**src/rtl/avalon_frame_writer.sv**
```systemverilog
// Turns a 24-bit SOP/EOP pixel stream into 32-bit writes, one word per pixel.
// Also checks framing: short, long and restarted frames set a sticky error flag.
//
//   state | meaning
//   ------+-------------------------------------------------------------
//   IDLE  | waiting for a beat with sop; beats without sop are dropped
//   RECV  | inside a frame; each beat is written to the next pixel slot
//   DROP  | long frame overflowed; beats are discarded until eop or sop
module avalon_frame_writer #(
    parameter int          N         = 640,
    parameter int          M         = 480,
    parameter logic [31:0] BASE_ADDR = 32'h0000_0000
) (
    input  logic        Clk,
    input  logic        Reset_n,
    input  logic        Enable,
    input  logic [23:0] Sink_data,
    input  logic        Sink_valid,
    input  logic        Sink_sop,
    input  logic        Sink_eop,
    output logic        Sink_ready,
    output logic [31:0] Wr_address,
    output logic [31:0] Wr_writedata,
    output logic        Wr_write,
    input  logic        Wr_waitrequest,
    output logic        Frame_done,
    output logic [15:0] Frame_count,
    output logic        Err_flag,
    input  logic        Err_clear
);

    localparam int FRAME_PIXELS = M * N;
    localparam int CW           = (FRAME_PIXELS > 1) ? $clog2(FRAME_PIXELS) : 1;
    localparam logic [CW-1:0] LAST_IDX = CW'(FRAME_PIXELS - 1);

    typedef enum logic [1:0] {IDLE, RECV, DROP} state_t;

    state_t        state, state_nxt;
    logic [CW-1:0] count, count_nxt, idx;
    logic          accept, wr_accept, wr_load, good_end, err_set;
    logic          wr_last;

    assign Sink_ready = Enable && (!Wr_write || !Wr_waitrequest);
    assign accept     = Sink_valid && Sink_ready;
    assign wr_accept  = Wr_write && !Wr_waitrequest;
    // wr_last tags the pending write as the final pixel of a good frame
    assign Frame_done = wr_accept && wr_last;

    always_ff @(posedge Clk or negedge Reset_n) begin
        if (!Reset_n) begin
            state <= IDLE;
            count <= '0;
        end else begin
            state <= state_nxt;
            count <= count_nxt;
        end
    end

    always_comb begin
        state_nxt = state;
        count_nxt = count;
        wr_load   = 1'b0;
        good_end  = 1'b0;
        err_set   = 1'b0;
        // sop always restarts at pixel 0, whatever state we are in
        idx       = Sink_sop ? '0 : count;
        if (accept) begin
            if (Sink_sop || state == RECV) begin
                wr_load = 1'b1;
                if (Sink_sop && state == RECV)
                    err_set = 1'b1;
                if (Sink_eop) begin
                    state_nxt = IDLE;
                    count_nxt = '0;
                    if (idx == LAST_IDX)
                        good_end = 1'b1;
                    else
                        err_set = 1'b1;
                end else if (idx == LAST_IDX) begin
                    state_nxt = DROP;
                    count_nxt = '0;
                    err_set   = 1'b1;
                end else begin
                    state_nxt = RECV;
                    count_nxt = idx + CW'(1);
                end
            end else if (state == DROP && Sink_eop) begin
                state_nxt = IDLE;
            end
        end
    end

    always_ff @(posedge Clk or negedge Reset_n) begin
        if (!Reset_n) begin
            Wr_write     <= 1'b0;
            Wr_address   <= BASE_ADDR;
            Wr_writedata <= '0;
            wr_last      <= 1'b0;
        end else if (wr_load) begin
            Wr_write     <= 1'b1;
            Wr_address   <= BASE_ADDR + (32'(idx) << 2);
            Wr_writedata <= {8'h00, Sink_data};
            wr_last      <= good_end;
        end else if (wr_accept) begin
            Wr_write     <= 1'b0;
            wr_last      <= 1'b0;
        end
    end

    always_ff @(posedge Clk or negedge Reset_n) begin
        if (!Reset_n) begin
            Frame_count <= '0;
            Err_flag    <= 1'b0;
        end else begin
            if (Frame_done)
                Frame_count <= Frame_count + 16'd1;
            if (err_set)
                Err_flag <= 1'b1;
            else if (Err_clear)
                Err_flag <= 1'b0;
        end
    end

endmodule

```
**config.mk**
```make
export PLATFORM = sky130hd
export DESIGN_NAME = avalon_frame_writer
export DESIGN_NICKNAME = d
export VERILOG_FILES = /design/src/rtl/avalon_frame_writer.sv
export SDC_FILE = /design/constraint.sdc
export NUM_CORES = 1
export LEC_CHECK = 0
export CAP_MARGIN = 10
export CORE_MARGIN = 5
export CORE_UTILIZATION = 44
export CTS_BUF_LIST = sky130_fd_sc_hd__clkbuf_4 sky130_fd_sc_hd__clkbuf_8
export CTS_CLUSTER_DIAMETER = 120
export DETAILED_ROUTE_END_ITERATION = 8
export PLACE_DENSITY_LB_ADDON = 0.12
export SETUP_SLACK_MARGIN = 0.2
export SLEW_MARGIN = 20
export SYNTH_ARGS = -nofsm -noshare
export SYNTH_HDL_FRONTEND = slang
export SYNTH_SLANG_ARGS = --single-unit
```
**constraint.sdc**
```tcl
create_clock -name Clk -period 2.34 [get_ports Clk]
set_clock_uncertainty 0.2 [all_clocks]
set_input_delay 0.351 -clock Clk [delete_from_list [all_inputs] [get_ports Clk]]
set_output_delay 0.351 -clock Clk [all_outputs]
set_load 0.03 [all_outputs]
```
# Word level (Yosys, flattened, before mapping)
# Cells that the tools add are included.
# totals
register_bits,83
inputBits,32
out_inout_bits,84
wordCells,52
# classes
n_addsub,2
n_eq_ne,3
mux,24
reduce_logical,15
# op_table
cell,count
2-to-1 mux 19 bit,3
"adder 19 x 1 -> 19 bit, second input constant",1
"equality test 19 bit, second input constant",1
2-to-1 mux 1 bit,17
"adder 16 x 1 -> 16 bit, second input constant",1
2-to-1 mux 2 bit,4
logical AND 1 bit,6
nonzero test 2 bit,3
AND reduction 2 bit,2
"equality test 2 x 1 -> 1 bit, second input constant",1
"equality test 2 bit, second input constant",1
zero test 1 bit,2
logical OR 1 bit,2

# Depth between registers and ports, before layout
# Gate-level depths: netlist (run 1).
# logic_depth
depth_word,8
depth_mapped,9
mapped_depth_nobuf,7

# Worst setup path after synthesis (run 1)
# Ideal clock, no wire load.
# synth_timing
path_type,in2reg
startpoint,in Sink_sop
endpoint,reg count[11]
setup_ps,124
t_arrival_ps,2195
required_ps,2016
path_slack_ps,-179
cell_stages,9
n_path_buf,2
cell_sequence,buf_2 -> clkbuf_1 -> nor2b_1 -> ha_1 -> nand3_1 -> nor4_4 -> a21oi_1 -> and3_1 -> a211o_1
# synth_via
elab_chain_cells,4
elab_cells_between_ends,7
cone_classes,add/sub (1); eq/ne (1); mux (3); reduce/logical (2)
# synth_lines
element,line_no,text
from (decl),19,"input logic Sink_sop,"
2-to-1 mux 19 bit *,66,idx = Sink_sop ? '0 : count;
named net idx[0],39,"logic [CW-1:0] count, count_nxt, idx;"
adder 19 x 1 -> 19 bit / equality test 19 bit (equally long branches),"85, 79",
2-to-1 mux 19 bit *,79,end else if (idx == LAST_IDX) begin
2-to-1 mux 19 bit *,72,if (Sink_eop) begin
to (signal assigned),55,count <= count_nxt;
to (decl),39,
# Mark *: on every way through the listed nets, which the timed path passes. The rest lies on a longest branch.
# A chain may end at the register's enable or synchronous reset.

# Worst setup path after layout (run 1)
# layout_timing
startpoint,reg count[6]
endpoint,reg count[17]
# layout_via
elab_chain_cells,4
elab_cells_between_ends,5
cone_classes,add/sub (1); eq/ne (1); mux (3)
# layout_lines
element,line_no
2-to-1 mux 19 bit *,66
adder 19 x 1 -> 19 bit / equality test 19 bit (equally long branches),"85, 79"
2-to-1 mux 19 bit *,79
2-to-1 mux 19 bit *,72
# Every way passes the cells marked *; elsewhere a longest branch is shown, timed or not.

==> results of run 1 <==
-- repair_timing --
action	in CTS	in global routing
hold endpoints to repair	40	0
gates resized for setup	3	8
setup endpoints to repair	7	24
pin swaps	3	6
hold buffers	1	0
buffers inserted	5	2
-- worst min-delay path: stages (launching register included) --
cell and delay, ps:
dfrtp_1 350, nand2_1 50, nand2_1 50
-- power by group --
group          internal [mW]  switching (mW)
Clock                  0.501           0.539
Combinational          0.454           0.640
Sequential              1.61           0.120
-- cells in the mapped netlist (4+ instances only) --
cell type	number	area (um2)
xor2_1	5	43.8
xnor2_1	12	105
nand3_1	10	50.1
nand4_1	6	37.5
a21oi_1	8	40.0
nor3_1	9	45.0
buf_4	21	158
clkbuf_1	13	48.8
o31ai_1	5	37.5
nor2_1	11	41.3
a22o_1	5	43.8
nand2b_1	15	93.8
o21ai_0	30	150
inv_1	6	22.5
a21o_1	5	37.5
nor2b_1	4	25.0
and3_1	6	37.5
dfrtp_1	83	2080
nand2_1	115	432
-- final cells by class --
| class | count | share of cell area, % |
|---|---|---|
| Multi-Input combinational cell | 309 | 32.2 |
| Clock buffer | 9 | 2.25 |
| Sequential cell | 83 | 37.9 |
| Tap cell | 108 | 2.46 |
| Timing Repair Buffer | 138 | 23.5 |
| Inverter | 6 | 0.410 |
| Clock inverter | 7 | 1.34 |
-- cell families (layout without fill, tap and decap cells) --
group,after synthesis,count (layout),synth area share [%]
AND/OR/NAND/NOR,202,202,25.2
flip-flops,83,83,52.8
AO/OA/AOI/OAI,63,63,10.0
buffers and inverters,44,160,6.27
XOR/XNOR,17,17,3.79
multiplexers,4,4,1.11
adder cells (fa/ha/maj),2,2,0.637
other,1,21,0.0954
-- path summary, 6_finish.rpt --
check                      slack [ps]          endpoint              from  depth (start not counted)
hold reg to reg                   280  Wr_writedata[15]  Wr_writedata[15]                          2
min in group asynchronous         300     Wr_address[7]           Reset_n                          2
max in group asynchronous        1000         count[12]           Reset_n                          3
setup / recovery                  270         count[17]          count[6]                          5
setup reg to reg                  270         count[17]          count[6]                          5
hold / removal                    280  Wr_writedata[15]  Wr_writedata[15]                          2
-- metal layers --
layer	vias up	GRT usage (%)	wire [um]
li1	1629	-	-
met1	1548	23.3	4210
met2	97	25.6	4170
met3	19	5.90	751
met4	0	6.48	149
met5	-	0	0
-- through the flow --
| stage | hold slack (ps) | cells | power (mW) | cell area [um2] |
|---|---|---|---|---|
| floorplan | -145 | 436 | 2.36 | 4080 |
| global placement | 166 | 636 | 2.82 | 5210 |
| detailed placement | 168 | 636 | 2.84 | 5210 |
| CTS | 284 | 658 | 3.92 | 5460 |
| global route | 299 | 660 | 4.07 | 5490 |
| finish | 278 | 660 | 3.86 | 5490 |
-- registers in the layout (all words and copies together), names as in the netlist --
name	count
Err_flag	1
Frame_count	16
Wr_address	19
Wr_write	1
Wr_writedata	24
count	19
state	2
wr_last	1
==> flow_summary.ini, run 1 <==
[setup_path]
endpoint_kind = flip-flop
critPathKind = flip-flop to flip-flop
path_buf_inv = 0
cp_max_fo = 8
startpoint_class_of_the_critical_path = flip-flop
arrival_ps = 2100
cpLargestDelayFamily = simple AND/OR/NAND/NOR gates
worstPathRequired_ps = 2370
worst_path_largest_cell_delay_ps = 600
critPathSlowestCell = or4_4
crit_path_cell_trace = nand4_4 > or4_4 > nor3_2 > mux2i_1 > o22ai_2

[job]
max_cap_violations = 0

[final_layout]
final_core_util_pct = 63.0
layout.cells.most_common_list = nand2_1, clkdlybuf4s50_1, dfrtp_1, buf_4, o21ai_0
finish.net_count = 581
final-seq-area_um2 = 2080
n_fill_cell = 757
layout_commonest_cell = nand2_1
diodes = 0
flow.area_growth_from_synthesis_pct = 39.8
multiInputGateArea_um2 = 1770
fraction_of_final_layout_cells_sized_beyond_drive_strength_1_pct = 16.5

[yosys]
ys_seq_elements = 83
number_of_flops_mapped_to_enable_cells_by_yosys = 0
synth_cell_type_count = 49
syn-cell-area_um2 = 3930
yosysWarningCount = 0
synth_flop_cell = dfrtp_1
synth.avg_cell_area_um2 = 9.45
proportion_of_synthesized_chip_area_in_sequential_cells_pct = 52.8
syn-instance-count = 416
synth_async_sr_flop_share_pct = 100

[grt]
grt_pass1_wl_um = 15800
initial_antenna_violation_count = 0
gr-usage-all-layers_pct = 17.2
first_global_vias = 3326
grt_start_max_net_pins = 44
grt-ovfl-total = 0

[clock_network]
clkSlewWorstSetupHoldPaths_ps = 90
cts_sinks = 83
ctsLongestPathBuffers = 2
clock_insertion_delay_worst_skew_ps = 350
root_buffer = clkbuf_8
cts_buffers = 9
tritoncts = built
clock_tree.htree_level_count = 3

[detailed_routing]
routedWlPerCell_um = 14.1
drt_first_pass_iters = 4
route.vias.total = 3293
detail_route.drc_violations = 0
initialDrtViolationCount = 143
detail_route.wirelength_um = 9280
via_per_inst = 4.99
antenna_left = 0

[sta]
setup_ws_ps = 272
final.setup.tns_ps = 0
max_freq_mhz = 484
unrepaired_setup_endpoints_after_global_routing = true
slew_headroom_pct = 64.4
period_share_pct = 88.4
setup_viol_count_final = 0
worst-slew-pin-transition_ps = 534
final.min_clock_period_ps = 2070
total_count_of_hold_check_failures_in_the_final_report = 0
drv_slew = 0

[power_and_ir_drop]
total_leakage_power_nw = 2.53
vdd_ir_drop_max_mv = 0.379
powerDensity_nw_per_um2 = 703

[die]
die_h_um = 105
dieArea_um2 = 10900
ports = 116
core-area_um2 = 8720
die_width_um = 105
start_util_pct = 45.1
fp-row-count = 34

[placed_design]
detailedPlacementHpwl_um = 6850
detailedPlace.worstSlack_ps = -261
place.port_buffers = 94
gp_congestion = 0.856

[status]
run_status = finished, final reports clean

[min_path]
path_type_of_the_worst_min_delay_path = flip-flop to flip-flop
Note: power is estimated with default switching activity, not from simulation.
==> run 2, diff against run 1 <==
--- a/config.mk
+++ b/config.mk
@@ -6,12 +6,13 @@
 export NUM_CORES = 1
 export LEC_CHECK = 0
 export CAP_MARGIN = 10
-export CORE_MARGIN = 5
+export CORE_MARGIN = 2
 export CORE_UTILIZATION = 44
 export CTS_BUF_LIST = sky130_fd_sc_hd__clkbuf_4 sky130_fd_sc_hd__clkbuf_8
 export CTS_CLUSTER_DIAMETER = 120
 export DETAILED_ROUTE_END_ITERATION = 8
 export PLACE_DENSITY_LB_ADDON = 0.12
+export REMOVE_ABC_BUFFERS = 1
 export SETUP_SLACK_MARGIN = 0.2
 export SLEW_MARGIN = 20
 export SYNTH_ARGS = -nofsm -noshare
==> run 2 against run 1 <==
Worst setup slack got worse by 33 ps; total power rose by 2.1%; non-clock buffer count fell by 1; global-route usage rose by 2.9 points; register-to-register slack got worse by 30 ps; core utilization rose by 0.48 points; critical path type unchanged; largest cell class unchanged; largest power group unchanged; highest routed layer unchanged.
==> flow_summary.ini, run 2 (synthesized netlist as in run 1, its figures left out) <==
[sta]
max_freq_mhz = 476
worst-slew-pin-transition_ps = 534
drv_slew = 0
unrepaired_setup_endpoints_after_global_routing = true
slew_headroom_pct = 64.2
final.min_clock_period_ps = 2100
total_count_of_hold_check_failures_in_the_final_report = 0
period_share_pct = 89.8
setup_viol_count_final = 0

[setup_path]
critPathKind = flip-flop to flip-flop
timing.rr.start = count[7]
worstPathRequired_ps = 2380
regToRegSetupSlack_ps = 240
r2r_end = count[17]
crit_start = count[7]
arrival_ps = 2140
startpoint_class_of_the_critical_path = flip-flop
number_of_cells_on_the_worst_reg_to_reg_path = 5
endpoint_kind = flip-flop
cp_max_fo = 8

[clock_network]
clkSlewWorstSetupHoldPaths_ps = 80
cts_buffers = 9
clock_insertion_delay_worst_skew_ps = 360
root_buffer = clkbuf_8
cts_sinks = 83
clock_tree.htree_level_count = 3
tritoncts = built
ctsLongestPathBuffers = 2

[detailed_routing]
route.vias.total = 3257
antenna_left = 0
detail_route.wirelength_um = 9330
via_per_inst = 4.94
detail_route.drc_violations = 0
drt_first_pass_iters = 4
routedWlPerCell_um = 14.2
initialDrtViolationCount = 151

[final_layout]
fin_cells = 659
layout_commonest_cell = nand2_1
layout.cells.most_common_list = nand2_1, clkdlybuf4s50_1, dfrtp_1, buf_4, o21ai_0
number_of_flip_flops_in_the_largest_register = 24
fraction_of_final_layout_cells_sized_beyond_drive_strength_1_pct = 16.2
final_core_util_pct = 63.5
finalInstanceArea_um2 = 5510
finish.net_count = 580
register_name_with_the_most_flops = Wr_writedata
flow.area_growth_from_synthesis_pct = 40.2
diodes = 0
reg.largest.list = Wr_writedata x24, Wr_address x19, count x19

[grt]
grt-ovfl-total = 0
first_global_vias = 3262
initial_antenna_violation_count = 0
grt_pass1_wl_um = 15900
gr-usage-all-layers_pct = 20.1
grt_start_max_net_pins = 42

[placed_design]
place.port_buffers = 94
detailed_place.area_um2 = 5160
place.detailed.instances = 639
gp_congestion = 0.843
detailedPlacementHpwl_um = 6780

[job]
max_cap_violations = 0

[power_and_ir_drop]
powerDensity_nw_per_um2 = 715
total_leakage_power_nw = 2.53
totalPowerFinal_mw = 3.94
vdd_ir_drop_max_mv = 0.414

[die]
fp-row-count = 34
die_width_um = 98.5
core-area_um2 = 8680
ports = 116
start_util_pct = 45.3
dieArea_um2 = 9700
die_h_um = 98.5

[min_path]
hold-path-cell-count = 2
timing.hold.worst_endpoint = Wr_writedata[9]
path_type_of_the_worst_min_delay_path = flip-flop to flip-flop
min-delay-start = Wr_writedata[9]

[status]
run_status = finished, final reports clean
==> run 2: cell count changes in the layout (fill, tap and decap cells not counted), sizes merged <==
cell    delta
buf        -1
clkbuf     +1
bufinv     +1
clkinv     +1
inv        -3
==> run 2: layout make-up <==
type,instances,area [um2]
Clock buffer,10,131
Clock inverter,6,90.1
Fill cell,753,3170
Inverter,6,22.5
Multi-Input combinational cell,309,1770
Sequential cell,83,2080
Tap cell,108,135
Timing Repair Buffer,137,1280
==> run 2: repair_timing <==
item / 4_1_cts / 5_1_grt
resized for setup: 11 / 14
setup endpoints to repair: 23 / 11
hold endpoints to repair: 39 / 0
gates cloned: 0 / 0
setup buffers: 2 / 1
hold buffers: 1 / 0
pin swaps: 1 / 7
==> run 2: critical path: stages, from the launching register on <==
cell and delay, ps:
dfrtp_1 460, nand4_4 200, or4_4 610, nor3_2 230, mux2i_1 230, o22ai_2 80
==> run 2: how the worst max path moves through the flow <==
stage / depth (start not counted) / to / slack (ps)
after floorplan: 5 / count[4] / -2120
after global placement: 8 / count[18] / -330
after detailed placement: 8 / count[18] / -400
after CTS: 8 / count[16] / 210
after global routing: 8 / count[6] / 130
final: 5 / count[17] / 240
==> run 2: report_power, final <==
part | internal (mW) | switching [mW]
Sequential | 1.61 | 0.149
Combinational | 0.436 | 0.611
Clock | 0.615 | 0.521
Total | 2.66 | 1.28
==> run 2: stage by stage <==
stage	hold slack, ps	setup slack [ps]	setup TNS [ps]
after floorplan	-145	-2120	-119260
after global placement	161	-328	-5250
after detailed placement	156	-401	-7180
after CTS	279	207	0
after global routing	302	131	0
final	279	239	0
==> run 2: layer usage <==
metal | track usage (%) | part of all wire [%]
met1 | 27.4 | 46
met3 | 4.18 | 5.2
met5 | 0 | 0
met2 | 32.2 | 47
met4 | 6.95 | 1.3
